--- src/rtl/mdio_arbiter.sv ---
// Round-robin arbiter sharing one MDIO frame generator among NREQ requesters.
// Optional WAIT-state abort enabled by defining MDIO_TIMEOUT_EN.
module mdio_arbiter #(
    parameter int unsigned NREQ    = 4,
    parameter int unsigned TIMEOUT = 80
) (
    input  logic                 MDC,
    input  logic                 RESET,
    input  logic [NREQ-1:0]      REQ,
    input  logic [32*NREQ-1:0]   REQ_FRAME,
    output logic [NREQ-1:0]      GNT,
    output logic [NREQ-1:0]      DONE,
    output logic                 ERR,
    output logic [15:0]          RD_DATA,
    output logic [31:0]          T_DATA,
    output logic                 MDIO_START,
    input  logic [15:0]          RD_DATA_IN,
    input  logic                 DATA_RDY
);

    localparam int unsigned IW = $clog2(NREQ);

    if (NREQ < 2 || NREQ > 8 || TIMEOUT < 1) begin : g_bad_cfg
        $error("mdio_arbiter: unsupported NREQ/TIMEOUT");
    end

    typedef enum logic [1:0] {
        ST_IDLE,
        ST_ISSUE,
        ST_WAIT,
        ST_RESP
    } state_t;

    state_t          state, state_nxt;
    logic [IW-1:0]   last_q;
    logic [IW-1:0]   gnt_idx_q;
    logic [IW-1:0]   pick_idx;
    logic [IW-1:0]   cand;
    logic            pick_vld;
    logic [31:0]     pick_frame;
    logic            frame_ok;
    logic            err_q, err_nxt;
    logic            wait_abort;
    logic [NREQ-1:0] gnt_onehot;

    // Descending scan so the candidate nearest to last+1 is the one left standing.
    always_comb begin
        pick_vld   = 1'b0;
        pick_idx   = '0;
        cand       = '0;
        pick_frame = '0;
        for (int unsigned k = NREQ; k > 0; k--) begin
            cand = IW'((32'(last_q) + k) % NREQ);
            if (REQ[cand]) begin
                pick_vld = 1'b1;
                pick_idx = cand;
            end
        end
        for (int unsigned i = 0; i < NREQ; i++) begin
            if (pick_idx == IW'(i)) begin
                pick_frame = REQ_FRAME[32*i +: 32];
            end
        end
        frame_ok = (pick_frame[31:30] == 2'b01) &&
                   ((pick_frame[29:28] == 2'b01) || (pick_frame[29:28] == 2'b10));
    end

`ifdef MDIO_TIMEOUT_EN
    localparam int unsigned CW = $clog2(TIMEOUT + 1);
    localparam logic [CW-1:0] TO_LAST = CW'(TIMEOUT - 1);

    logic [CW-1:0] to_cnt;

    always_ff @(posedge MDC or negedge RESET) begin
        if (!RESET) begin
            to_cnt <= '0;
        end else if (state != ST_WAIT) begin
            to_cnt <= '0;
        end else begin
            to_cnt <= to_cnt + 1'b1;
        end
    end

    assign wait_abort = (to_cnt == TO_LAST);
`else
    assign wait_abort = 1'b0;
`endif

    always_comb begin
        state_nxt  = state;
        err_nxt    = err_q;
        gnt_onehot = {{(NREQ-1){1'b0}}, 1'b1} << gnt_idx_q;
        GNT        = '0;
        DONE       = '0;
        ERR        = 1'b0;
        MDIO_START = 1'b0;
        case (state)
            ST_IDLE: begin
                if (pick_vld) begin
                    state_nxt = frame_ok ? ST_ISSUE : ST_RESP;
                    err_nxt   = !frame_ok;
                end
            end
            ST_ISSUE: begin
                GNT        = gnt_onehot;
                MDIO_START = 1'b1;
                state_nxt  = ST_WAIT;
            end
            ST_WAIT: begin
                GNT = gnt_onehot;
                if (DATA_RDY) begin
                    state_nxt = ST_RESP;
                    err_nxt   = 1'b0;
                end else if (wait_abort) begin
                    state_nxt = ST_RESP;
                    err_nxt   = 1'b1;
                end
            end
            ST_RESP: begin
                GNT       = gnt_onehot;
                DONE      = gnt_onehot;
                ERR       = err_q;
                state_nxt = ST_IDLE;
            end
            default: state_nxt = ST_IDLE;
        endcase
    end

    always_ff @(posedge MDC or negedge RESET) begin
        if (!RESET) begin
            state     <= ST_IDLE;
            last_q    <= IW'(NREQ - 1);
            gnt_idx_q <= '0;
            err_q     <= 1'b0;
            T_DATA    <= '0;
            RD_DATA   <= '0;
        end else begin
            state <= state_nxt;
            err_q <= err_nxt;
            if (state == ST_IDLE && pick_vld) begin
                gnt_idx_q <= pick_idx;
                T_DATA    <= pick_frame;
            end
            if (state == ST_WAIT && DATA_RDY && T_DATA[29:28] == 2'b10) begin
                RD_DATA <= RD_DATA_IN;
            end
            if (state == ST_RESP) begin
                last_q <= gnt_idx_q;
            end
        end
    end

endmodule
--- config.mk ---
export PLATFORM = sky130hd
export DESIGN_NAME = mdio_arbiter
export DESIGN_NICKNAME = d
export VERILOG_FILES = /design/src/rtl/mdio_arbiter.sv
export SDC_FILE = /design/constraint.sdc
export NUM_CORES = 1
export LEC_CHECK = 0
export BUFFER_PORTS_ARGS = -buffer_cell sky130_fd_sc_hd__buf_2
export CAP_MARGIN = 20
export CORE_UTILIZATION = 40
export CTS_BUF_LIST = sky130_fd_sc_hd__clkbuf_8
export DETAILED_ROUTE_END_ITERATION = 10
export GPL_ROUTABILITY_DRIVEN = 0
export PLACE_DENSITY = 0.86
export SYNTH_ARGS = -nofsm -noshare
export SYNTH_HDL_FRONTEND = slang
export SYNTH_SLANG_ARGS = --single-unit
export TNS_END_PERCENT = 5
--- constraint.sdc ---
create_clock -name MDC -period 1.9 [get_ports MDC]
set_input_delay 0.38 -clock MDC [delete_from_list [all_inputs] [get_ports MDC]]
set_output_delay 0.38 -clock MDC [all_outputs]
set_load 0.05 [all_outputs]
# After elaboration in Yosys (flattened, before gate mapping)
# Index checks and enable logic that the tools add are counted.
[word_totals]
latch_bits = 0
word_cells = 70
out_inout_bits = 58
mem_count = 0
in_bits = 151
ff_bits = 55
rom_bits = 0
ramBits = 0
[classes]
multipliers = 0
bitwise = 0
div = 0
shifts = 1
add_sub_neg = 4
eq_ne = 12
n_reduce_logical = 12
muxes = 31
magnitude_cmp = 4
[ops]
columns = ["op", "n"]
rows = [
  ["2-to-1 mux 32 bit", 4],
  ["2-to-1 mux 2 bit", 7],
  ["== test 2 bit (second input constant)", 6],
  ["less-than comparator 2 x 3 -> 1 bit (second input constant)", 4],
  ["2-to-1 mux 1 bit", 12],
  ["binary-select mux 1 bit (select 2 bit)", 4],
  ["== test 2 x 1 -> 1 bit (second input constant)", 4],
  ["2-to-1 mux 4 bit", 2],
  ["one-hot mux 2 bit (4 select lines)", 1],
  ["adder 2 x 1 -> 2 bit (second input constant)", 2],
  ["adder 2 bit (second input constant)", 2],
  ["logical AND 1 bit", 4],
  ["zero test 2 bit", 2],
  ["!= test 2 bit (second input constant)", 2],
  ["left shift 1 x 2 -> 4 bit (first input constant)", 1],
  ["AND reduction 3 bit", 1],
  ["OR reduction 3 bit", 1],
  ["one-hot mux 1 bit (2 select lines)", 1],
  ["AND reduction 2 bit", 1],
  ["nonzero test 2 bit", 1],
  ["zero test 1 bit", 1],
  ["logical OR 1 bit", 1],
]

# Logic depth before layout (Yosys ltp)
# Gate-level depths: netlist of the first run.
[depth]
ltp_word = 18
mapped_depth = 7
mapped_depth_nobuf = 7

# Least setup slack after synthesis of the first run
# No wires, ideal clock.
[synth_path]
path_kind = "reg2out"
startpoint = "register state[0]"
endpoint = "output GNT[1]"
stages_incl_launch_ff = 4
t_required_ps = 1520
arrival_time_ps = 1902
slack_ps = -382
n_path_buf = 0
cell_sequence = "dfrtp_1 > inv_1 > ha_1 > nor3b_1"
[synth_via]
elab_chain_len = 3
word_cells_on_any_way = 5
cone_classes = "eq/ne: 3; mux: 1; reduce/logical: 1"
[synth_rtl]
columns = ["item", "line", "rtl"]
rows = [
  ["start, declared", "34", "state_t state, state_nxt;"],
  ["start signal, assigned", "138", "state <= state_nxt;"],
  ["== test 2 bit or == test 2 x 1 -> 1 bit (tied branches)", "97", "case (state)"],
  ["OR reduction 3 bit (no line) (*)", "n/a", ""],
  ["2-to-1 mux 4 bit (*)", "97", ""],
  ["end, declared", "11", "output logic [NREQ-1:0] GNT,"],
]
# Every way passes the cells marked *; elsewhere a longest branch is shown, timed or not.

# Worst setup path in the final report of the first run
[layout_path]
startpoint = "register last_q[1]"
endpoint = "register state[1]"
[layout_via]
elab_chain_len = 18
word_cells_on_any_way = 38
cone_classes = "add/sub: 4; eq/ne: 7; mux: 23; reduce/logical: 4"
[layout_rtl]
columns = ["item", "line", "rtl"]
rows = [
  ["start, declared", "35", "logic [IW-1:0] last_q;"],
  ["start signal, assigned", "132", "last_q <= IW'(NREQ - 1);"],
  ["start signal, assigned", "148", "last_q <= gnt_idx_q;"],
  ["adder 2 x 1 -> 2 bit", "53", "cand = IW'((32'(last_q) + k) % NREQ);"],
  ["binary-select mux 1 bit (select 2 bit)", "54", "if (REQ[cand]) begin"],
  ["2-to-1 mux 1 bit (implied by the code)", "54", ""],
  ["2-to-1 mux 2 bit (4 in a row)", "54", ""],
  ["zero test 2 bit", "60", "if (pick_idx == IW'(i)) begin"],
  ["2-to-1 mux 32 bit (4 in a row)", "60", ""],
  ["== test 2 x 1 -> 1 bit or == test 2 bit (tied branches)", "65", "((pick_frame[29:28] == 2'b01) || (pick_frame[29:28] == 2'b10));"],
  ["logical OR 1 bit", "65", ""],
  ["logical AND 1 bit", "64", "frame_ok = (pick_frame[31:30] == 2'b01) &&"],
  ["2-to-1 mux 2 bit", "100", "state_nxt = frame_ok ? ST_ISSUE : ST_RESP;"],
  ["2-to-1 mux 2 bit", "99", "if (pick_vld) begin"],
  ["one-hot mux 2 bit (4 select lines)", "97", ""],
]
# Parallel ways exist; a longest one is shown, timed or not. The select of a mux whose other input is x is not followed.
# A chain may end at the register's enable or synchronous reset.

==> out/qor.csv, run 1 <==
stage;metric;value;unit
grt;global-route wire length before repair;14.7;mm
sta;Setup violations, final;33;
min_path;Hold Path Class;in2reg;
final_layout;share of cells above drive strength 1;0.602;
worst_setup_path;crit-path max FO;6;
final_layout;post-route insts no fill;671;
synth;synthesis-stage register bit count;55;
synth;mapped cell area;3360;sq um
clocking;Worst-path clk slew;0.10;ns
synth;Async SR Flop Fraction;1.00;
worst_setup_path;crit-path cells;nand3b_4 -> a31oi_4 -> buf_6 -> mux2i_4 -> mux2i_4 -> xor2_2 -> a41oi_2;
die;Initial Util;0.411;
synth;top-count cell post-synth;nand2_1;
synth;top-area cell type share of the netlist area;0.394;
power_and_ir_drop;Clock power frac;0.078;
final_layout;Final Cell Area;5330;sq um
synth;Mapped Cells;339;
routing;initial DRC count;128;
grt;gr usage total;0.212;
grt;largest net degree at the start of global routing;49;
worst_setup_path;Req. time, crit path;2.06;ns
synth;Distinct cells, synth;37;
outcome;failing checks;setup timing;
synth;Avg Inst Size Synth;9.92;sq um
worst_setup_path;Setup Crit Path Kind;reg2reg;
die;Rows;33;
power_and_ir_drop;Internal;4.57;mW
synth;Syn. warnings;0;
sta;fin crit period;2.05;ns
routing;post-detailed-route count of antenna-violating nets;0;
sta;unrepaired setup endpoints after global routing;yes;
place;port bufs;208;
final_layout;Final nets;721;
power_and_ir_drop;Seq pwr share;0.228;
grt;initial antenna violation count;0;
routing;Routed WL per cell;16.7;um
routing;DRC errors left;0;
clocking;CTS tree;yes;
worst_setup_path;CP endpoint kind;flop;
synth;sequential-to-total area share from yosys stat;0.410;
sta;Final Hold Viols;0;
worst_setup_path;nature of the critical path startpoint;flop;
die;Die Y;93.7;um
sta;fmax;488;MHz
worst_setup_path;worst r2r src;last_q[1];
synth;ranking of synthesized cells by area;dfrtp_1 (39%), mux2_2 (7.4%), a311oi_1 (7.3%);
power_and_ir_drop;Leak;2.71;nW
grt;grt total ovfl;0;
synth;Most used DFF post-synth;dfrtp_1;
sta;relative slew slack;0.743;
worst_setup_path;highest-delay cell along the critical path;dfstp_2;
place;placed cell count;650;
place;Placed Area;4680;sq um
die;Ports;209;
outcome;status;finished with violations;
synth;most common library cells after synthesis;nand2_1 (61), dfrtp_1 (53), a211oi_1 (28), a21o_1 (28), a311oi_1 (28);
min_path;HP Start;RD_DATA_IN[1];
job;Max Cap Violations;0;
routing;Initial DRT Pass Iterations;4;
worst_setup_path;Worst path max stage delay;0.65;ns
worst_setup_path;Critical Path Most Common Cell;mux2i_4;
worst_setup_path;crit path DAT;2.21;ns
clocking;H-tree level count;2;
sta;Final Cycle Share;1.08;
grt;vias in the first global route;3273;
routing;via count;3632;
power_and_ir_drop;logic gate share of total power;0.693;
power_and_ir_drop;Net Sw Frac;0.520;
final_layout;n_diodes;0;
die;die width;93.7;um
synth;number of synthesized flops with an enable pin;0;
sta;final slew viol count;0;
worst_setup_path;CP startpoint;last_q[1];
final_layout;Area Growth Syn to Fin;58.4;%
clocking;Clock Tree Buf Depth;2;
routing;Via density;5.41;
power_and_ir_drop;Sw Pwr;4.95;mW
die;core area;8180;sq um
clocking;total clock sinks;55;
clocking;TritonCTS Buffers;5;
sta;skew final;0.0102;ns
place;Final HPWL DP;7.54;mm
sta;Slew @ Worst Pin;0.386;ns
clocking;CTS root buf;clkbuf_8;
power_and_ir_drop;Peak supply drop;1.00;mV
die;die footprint;8780;sq um
power_and_ir_drop;Power Density;1790;nW/um^2
routing;total detailed-routing wirelength;11.2;mm
synth;area leader, netlist;dfrtp_1;
sta;final setup margin;-0.150;ns
clocking;Worst-Skew Late Latency;0.30;ns
synth;syn_nets;495;
## area by class of cell
class	count	area (sq um)
Clock buffer	5	68.8
Multi-Input combinational cell	252	2170
Timing Repair Buffer	247	1520
Tap cell	105	131
Fill cell	628	2850
Sequential cell	55	1380
Inverter	4	15.0
Clock inverter	3	37.5
## power groups by stage
| stage | clock network (mW) | registers [mW] | logic, mW |
|---|---|---|---|
| after global placement | 0 | 2.14 | 5.58 |
| after CTS | 0.775 | 2.15 | 5.81 |
| after global routing | 0.804 | 2.24 | 6.92 |
| final | 0.746 | 2.17 | 6.59 |
| after detailed placement | 0 | 2.17 | 5.72 |
| after floorplan | 0 | 3.84 | 2.50 |
## kinds of logic (layout without fill, tap and decap cells)
family,count (synthesis),after routing,share of synthesized area
AND/OR/NAND/NOR,111,111,0.166
XOR/XNOR,1,1,0.00261
flip-flops,55,55,0.410
multiplexers,35,35,0.112
AO/OA/AOI/OAI,100,100,0.242
buffers and inverters,32,259,0.0488
adder cells (fa/ha/maj),5,5,0.0186
## worst paths after layout
kind	cells after the start	slack, ns	endpoint
max in group asynchronous	3	0.77	last_q[1]
worst max register to register	7	-0.15	state[1]
min in group asynchronous	2	0.54	T_DATA[10]
worst max-delay path	7	-0.15	state[1]
worst min register to register	1	0.48	T_DATA[0]
worst min-delay path	2	0.30	RD_DATA[1]
## flip-flops by register name (all words and copies together) (netlist names)
name and flops:
T_DATA 32, last_q 2, gnt_idx_q 2, err_q 1, state 2, RD_DATA 16
## stage by stage
stage	setup TNS (ns)	worst slack, ns	hold slack (ns)	total power, mW	util
after floorplan	-1.33	-0.382	0.0844	6.34	-
after detailed placement	-3.01	-0.225	0.317	7.89	0.572
after global routing	-4.92	-0.213	0.292	9.96	0.652
after CTS	-3.66	-0.186	0.292	8.73	0.592
after global placement	-0.532	-0.103	0.314	7.71	0.572
final	-2.97	-0.150	0.302	9.51	0.652
## worst max-delay path: cells and delay by family, from the launching register on
kind / cells / cell delay [ns]
xor+xnor: 1 / 0.19
flops: 1 / 0.65
mux: 2 / 0.33
simple gates: 1 / 0.11
buf+inv: 1 / 0.16
compound gates: 2 / 0.48
## per-layer routing
metal / global-route usage / share of wire / vias to the layer above
met5: 0 / 0 / -
met4: 0.0654 / 0.019 / 0
met3: 0.0437 / 0.072 / 20
met2: 0.395 / 0.52 / 168
met1: 0.240 / 0.39 / 1757
li1: - / - / 1687
## cells in the final DEF (no fill, tap or decap), types with 4 or more instances in the layout
| cell | instances |
|---|---|
| buf_2 | 202 |
| nand2_1 | 61 |
| dfrtp_1 | 53 |
| a21o_1 | 28 |
| buf_4 | 25 |
| and2_1 | 21 |
| mux2_2 | 21 |
| a211oi_2 | 20 |
| a311oi_2 | 15 |
| a311oi_1 | 13 |
| buf_12 | 9 |
| a211oi_1 | 7 |
| and2_0 | 7 |
| mux2i_2 | 6 |
| buf_6 | 6 |
| nor2_1 | 5 |
| clkbuf_8 | 5 |
| inv_1 | 4 |
| mux2i_4 | 4 |
## what timing repair did
item,CTS,global route
hold buffers,1,0
pin swaps,14,25
hold endpoints to repair,14,0
buffers inserted,1,8
gates cloned,0,4
resized for setup,9,72
endpoints found under the setup margin,36,41
Power figures use the tool's default switching activity.
==> run 2: changes to the inputs <==
--- a/config.mk
+++ b/config.mk
@@ -11,6 +11,7 @@
 export CTS_BUF_LIST = sky130_fd_sc_hd__clkbuf_8
 export DETAILED_ROUTE_END_ITERATION = 10
 export GPL_ROUTABILITY_DRIVEN = 0
+export MAX_ROUTING_LAYER = met4
 export PLACE_DENSITY = 0.86
 export SYNTH_ARGS = -nofsm -noshare
 export SYNTH_HDL_FRONTEND = slang
==> run 2 against run 1 <==
  * The run still ends with setup timing left
  * Core utilization grew 0.061 points
  * Fmax grew 0.31%
  * Critical path depth is the same
  * Sequential share of layout area is essentially flat
  * Worst setup slack gained 0.0063 ns
  * Non-clock buffer count is the same
  * Largest power group unchanged
==> out/qor.csv, run 2 (synthesized netlist as in run 1, its figures left out) <==
stage;metric;value;unit
final_layout;commonest cells after routing, fill and taps aside;buf_2 (202), nand2_1 (61), dfrtp_1 (53);
worst_setup_path;Worst path max stage delay;0.65;ns
place;Placed Area;4680;sq um
power_and_ir_drop;Peak supply drop;1.00;mV
final_layout;Area Growth Syn to Fin;58.6;%
clocking;Clock Tree Buf Depth;2;
die;Die Y;93.7;um
worst_setup_path;Setup Crit Path Kind;reg2reg;
routing;Initial DRT Pass Iterations;6;
outcome;failing checks;setup timing;
grt;gr usage total;0.218;
clocking;TritonCTS Buffers;5;
sta;fmax;489;MHz
worst_setup_path;Req. time, crit path;2.12;ns
clocking;total clock sinks;55;
grt;grt total ovfl;0;
routing;met3 wire len;843;um
clocking;Worst-Skew Late Latency;0.30;ns
clocking;CTS root buf;clkbuf_8;
sta;final setup margin;-0.144;ns
die;Rows;33;
sta;unrepaired setup endpoints after global routing;yes;
routing;met1 wire length;4.42;mm
routing;Routed WL per cell;16.9;um
worst_setup_path;highest-delay cell along the critical path;dfstp_2;
final_layout;n_diodes;0;
routing;via count;3660;
power_and_ir_drop;Power Density;1790;nW/um^2
final_layout;Final Cell Area;5330;sq um
power_and_ir_drop;Leak;2.71;nW
worst_setup_path;crit-path cells;nand3b_4 -> a31oi_4 -> buf_6 -> mux2i_2 -> mux2_2 -> nor2_2 -> a41oi_2;
final_layout;Final nets;721;
min_path;Hold Path Class;in2reg;
outcome;status;finished with violations;
grt;initial antenna violation count;0;
final_layout;post-route insts no fill;671;
sta;Slew @ Worst Pin;0.386;ns
worst_setup_path;crit-path max FO;6;
routing;post-detailed-route count of antenna-violating nets;0;
clocking;CTS tree;yes;
final_layout;largest registers;T_DATA x32, RD_DATA x16;
worst_setup_path;CP top delay family;flip-flops;
routing;initial DRC count;120;
die;die width;93.7;um
sta;Final Cycle Share;1.08;
final_layout;final core occ;0.652;
routing;Met2 Wirelength;5.86;mm
worst_setup_path;nature of the critical path startpoint;flop;
grt;largest net degree at the start of global routing;49;
worst_setup_path;crit path DAT;2.26;ns
die;Initial Util;0.411;
final_layout;share of cells above drive strength 1;0.604;
routing;total detailed-routing wirelength;11.3;mm
die;core area;8180;sq um
place;port bufs;208;
sta;Final Hold Viols;0;
job;Max Cap Violations;0;
final_layout;largest register by flop count;T_DATA;
place;placed cell count;650;
final_layout;commonest non-fill, non-tap cell in the layout;buf_2;
sta;relative slew slack;0.743;
sta;Setup violations, final;33;
final_layout;Largest register FFs;32;
routing;top routing layer used;met4;
clocking;Worst-path clk slew;0.10;ns
sta;fin crit period;2.04;ns
sta;skew final;0.0112;ns
clocking;H-tree level count;2;
place;Final HPWL DP;7.54;mm
sta;final slew viol count;0;
grt;vias in the first global route;3275;
routing;Via density;5.45;
grt;global-route wire length before repair;14.7;mm
worst_setup_path;Buf+Inv Stages, Crit Path;1;
routing;DRC errors left;0;
worst_setup_path;CP endpoint kind;flop;
die;die footprint;8780;sq um
die;Ports;209;
==> run 2: changes by cell type in the layout (fill, tap and decap cells not counted) <==
cell | before | now
a211oi_1 | 7 | 6
a211oi_2 | 20 | 21
==> run 2: where the power goes <==
group          total [mW]  internal (mW)  switching (mW)
Combinational        6.60           2.41            4.19
Sequential           2.17           1.77           0.401
Clock               0.750          0.385           0.365
==> run 2: final cells by class <==
type,count,area (sq um)
clock buffer,5,68.8
clock inverter,3,37.5
fill,627,2840
inverter,4,15.0
multi-input combinational,252,2180
sequential,55,1380
tap,105,131
timing repair buffer,247,1520
==> run 2: timing repair <==
action	4_1_cts	5_1_grt
cloned	0	4
buffers inserted	1	8
hold endpoints to repair	14	0
gates resized for setup	9	73
hold buffers	1	0
setup endpoints to repair	36	41
pin swaps	14	23
==> run 2: per-stage QoR <==
| step | power (mW) | hold slack, ns | setup WS (ns) | setup TNS, ns |
|---|---|---|---|---|
| final | 9.53 | 0.301 | -0.144 | -3.02 |
| after global routing | 9.97 | 0.292 | -0.213 | -4.94 |
| after CTS | 8.73 | 0.292 | -0.186 | -3.66 |
| after detailed placement | 7.89 | 0.317 | -0.225 | -3.01 |
| after global placement | 7.71 | 0.314 | -0.103 | -0.532 |
| after floorplan | 6.34 | 0.0844 | -0.382 | -1.33 |
==> run 2: routing by layer <==
metal	global-route usage	vias up
met1	0.245	1766
li1	-	1689
met3	0.0372	18
met4	0.0654	0
met5	-	-
met2	0.395	187
==> run 2: worst reg2reg max path: stages, from the launching register on <==
cell	delay, ns
dfstp_2	0.65
nand3b_4	0.11
a31oi_4	0.32
buf_6	0.17
mux2i_2	0.22
mux2_2	0.22
nor2_2	0.05
a41oi_2	0.22
==> run 2: path summary, 6_finish.rpt <==
path	from	to	slack (ns)	cells after the start
setup / recovery	last_q[1]	state[1]	-0.14	7
max in group asynchronous	RESET	last_q[1]	0.77	3
setup reg to reg	last_q[1]	state[1]	-0.14	7
hold / removal	RD_DATA_IN[1]	RD_DATA[1]	0.30	2
min in group asynchronous	RESET	T_DATA[10]	0.54	2
hold reg to reg	T_DATA[0]	T_DATA[0]	0.48	1
==> run 3: changes to the inputs <==
--- a/config.mk
+++ b/config.mk
@@ -5,14 +5,15 @@
 export SDC_FILE = /design/constraint.sdc
 export NUM_CORES = 1
 export LEC_CHECK = 0
+export ABC_AREA = 1
 export BUFFER_PORTS_ARGS = -buffer_cell sky130_fd_sc_hd__buf_2
 export CAP_MARGIN = 20
-export CORE_UTILIZATION = 40
+export CORE_UTILIZATION = 48
 export CTS_BUF_LIST = sky130_fd_sc_hd__clkbuf_8
 export DETAILED_ROUTE_END_ITERATION = 10
 export GPL_ROUTABILITY_DRIVEN = 0
 export MAX_ROUTING_LAYER = met4
-export PLACE_DENSITY = 0.86
+export PLACE_DENSITY = 0.95
 export SYNTH_ARGS = -nofsm -noshare
 export SYNTH_HDL_FRONTEND = slang
 export SYNTH_SLANG_ARGS = --single-unit
==> constraint.sdc (replaced) <==
create_clock -name MDC -period 2.7 [get_ports MDC]
set_input_delay 0.54 -clock MDC [delete_from_list [all_inputs] [get_ports MDC]]
set_output_delay 0.54 -clock MDC [all_outputs]
set_load 0.05 [all_outputs]
==> run 3 against run 2 <==
  * The flow now finishes without violations
  * Register-to-register slack improved by 0.30 ns
  * Synthesized area is 2.6% higher
  * Worst hold slack got worse by 0.085 ns
==> out/qor.csv, run 3 <==
stage;metric;value;unit
die;Die Y;86.8;um
final_layout;multi-input logic area;1830;sq um
synth;Avg Inst Size Synth;8.33;sq um
final_layout;final core occ;0.689;
sta;relative slew slack;0.496;
sta;final slew viol count;0;
worst_setup_path;Req. time, crit path;2.87;ns
min_path;Hold Path Class;in2async;
sta;setup TNS;0;ns
routing;total detailed-routing wirelength;10.9;mm
worst_setup_path;crit-path max FO;16;
synth;top-count cell post-synth;nand2_1;
final_layout;n_diodes;0;
sta;Final Cycle Share;0.944;
final_layout;largest registers;T_DATA x32, RD_DATA x16;
die;die width;86.8;um
sta;fin crit period;2.55;ns
worst_setup_path;Worst path max stage delay;0.62;ns
sta;Slew @ Worst Pin;0.753;ns
worst_setup_path;highest-delay cell along the critical path;dfstp_2;
clocking;H-tree level count;2;
routing;Routed WL per cell;15.2;um
die;Initial Util;0.502;
final_layout;Area Growth Syn to Fin;37.3;%
worst_setup_path;flop2flop setup slack;0.15;ns
clocking;Worst-path clk slew;0.10;ns
synth;Mapped Cells;414;
routing;Via density;5.33;
final_layout;commonest cells after routing, fill and taps aside;buf_2 (208), nand2_1 (137), dfrtp_1 (53);
synth;ranking of synthesized cells by area;dfrtp_1 (38%), nand2_1 (15%), a221oi_2 (8.7%);
clocking;hold_buf cts;0;
synth;sequential-to-total area share from yosys stat;0.400;
synth;mapped cell area;3450;sq um
synth;synthesis-stage register bit count;55;
worst_setup_path;crit-path cells;buf_4 -> nand2_2 -> nand2_2 -> nand2_1 -> nand2_1 -> nand2_2 -> nand2_2 -> nand2_4 -> nand2_8 -> nor2_4 -> buf_12 -> buf_4 -> nand2_1 -> nand2_1 -> a221oi_1 -> o21ai_0;
routing;DRC errors left;0;
final_layout;Largest register FFs;32;
synth;Distinct cells, synth;34;
routing;post-detailed-route count of antenna-violating nets;0;
clocking;Clock Tree Buf Depth;2;
clocking;total clock sinks;55;
grt;gr usage total;0.299;
worst_setup_path;crit path DAT;2.72;ns
synth;number of synthesized flops with an enable pin;0;
worst_setup_path;CP endpoint kind;flop;
synth;Most used DFF post-synth;dfrtp_1;
grt;initial antenna violation count;0;
final_layout;Reg area;1380;sq um
die;die footprint;7530;sq um
synth;most common library cells after synthesis;nand2_1 (137), dfrtp_1 (53), nand3_1 (40);
synth;top-area cell type share of the netlist area;0.384;
worst_setup_path;Buf+Inv Stages, Crit Path;3;
worst_setup_path;Setup Crit Path Kind;reg2reg;
worst_setup_path;CP top delay family;simple AND/OR/NAND/NOR gates;
final_layout;share of cells above drive strength 1;0.472;
place;port bufs;208;
routing;via count;3830;
routing;Initial DRT Pass Iterations;5;
die;Rows;30;
clocking;Worst-Skew Late Latency;0.30;ns
synth;area leader, netlist;dfrtp_1;
grt;global-route wire length before repair;17.0;mm
clocking;CTS tree;yes;
synth;Syn. warnings;0;
clocking;CTS root buf;clkbuf_8;
synth;syn_nets;570;
sta;fmax;393;MHz
job;Max Cap Violations;0;
final_layout;commonest non-fill, non-tap cell in the layout;buf_2;
sta;Setup violations, final;0;
place;Final HPWL DP;8.48;mm
die;core area;6870;sq um
outcome;status;finished, final reports clean;
final_layout;Final nets;779;
grt;grt total ovfl;0;
routing;initial DRC count;175;
sta;WHS;0.216;ns
grt;vias in the first global route;3717;
die;Ports;209;
final_layout;fill count;574;
clocking;TritonCTS Buffers;5;
sta;skew final;0.00580;ns
worst_setup_path;nature of the critical path startpoint;flop;
sta;Final Hold Viols;0;
synth;Async SR Flop Fraction;1.00;
grt;largest net degree at the start of global routing;56;
final_layout;largest register by flop count;T_DATA;
[run 3: per-stage QoR]
stage | cells | setup slack (ns) | instance area [sq um]
finish | 719 | 0.152 | 4740
global route | 719 | -0.0290 | 4740
CTS | 710 | 0.0703 | 4640
detailed placement | 703 | 0.0895 | 4540
global placement | 703 | 0.273 | 4540
floorplan | 414 | 0.342 | 3450
[run 3: final timing paths]
path,startpoint,to,depth (start not counted)
setup / recovery,last_q[0],T_DATA[26],16
hold reg to reg,T_DATA[13],T_DATA[13],2
min in group MDC,RD_DATA_IN[13],RD_DATA[13],2
max in group asynchronous,RESET,last_q[0],2
hold / removal,RESET,gnt_idx_q[1],2
setup reg to reg,last_q[0],T_DATA[26],16
[run 3: kinds of logic (layout without fill, tap and decap cells)]
family	count (synthesis)	in the layout	synth area share
fa+ha+maj	5	5	0.0181
simple gates	216	216	0.281
buf+inv	48	257	0.0725
mux	16	16	0.0522
compound gates	74	74	0.177
flops	55	55	0.400
[run 3: final cells by class]
| cell class | instances | share of cell area |
|---|---|---|
| clock inverters | 2 | 0.00793 |
| flip-flops and latches | 55 | 0.291 |
| multi-input cells | 311 | 0.385 |
| well taps | 96 | 0.0254 |
| inverters | 25 | 0.0209 |
| clock buffers | 5 | 0.0145 |
| repair buffers | 225 | 0.255 |
[run 3: routing by layer]
metal | routed length, um | global-route usage | part of all wire
met3 | 745 | 0.0410 | 0.068
met5 | 0 | - | 0
met1 | 4070 | 0.339 | 0.37
met2 | 5790 | 0.527 | 0.53
met4 | 312 | 0.132 | 0.029
[run 3: timing repair]
action,in CTS,in global routing
setup buffers,0,9
hold endpoints to repair,0,0
setup endpoints to repair,0,21
resized for setup,0,3
Power of run 3 is left out: the tool's default activity adds up to more than one toggle a clock period on the data nets, which glitch-free logic cannot reach.
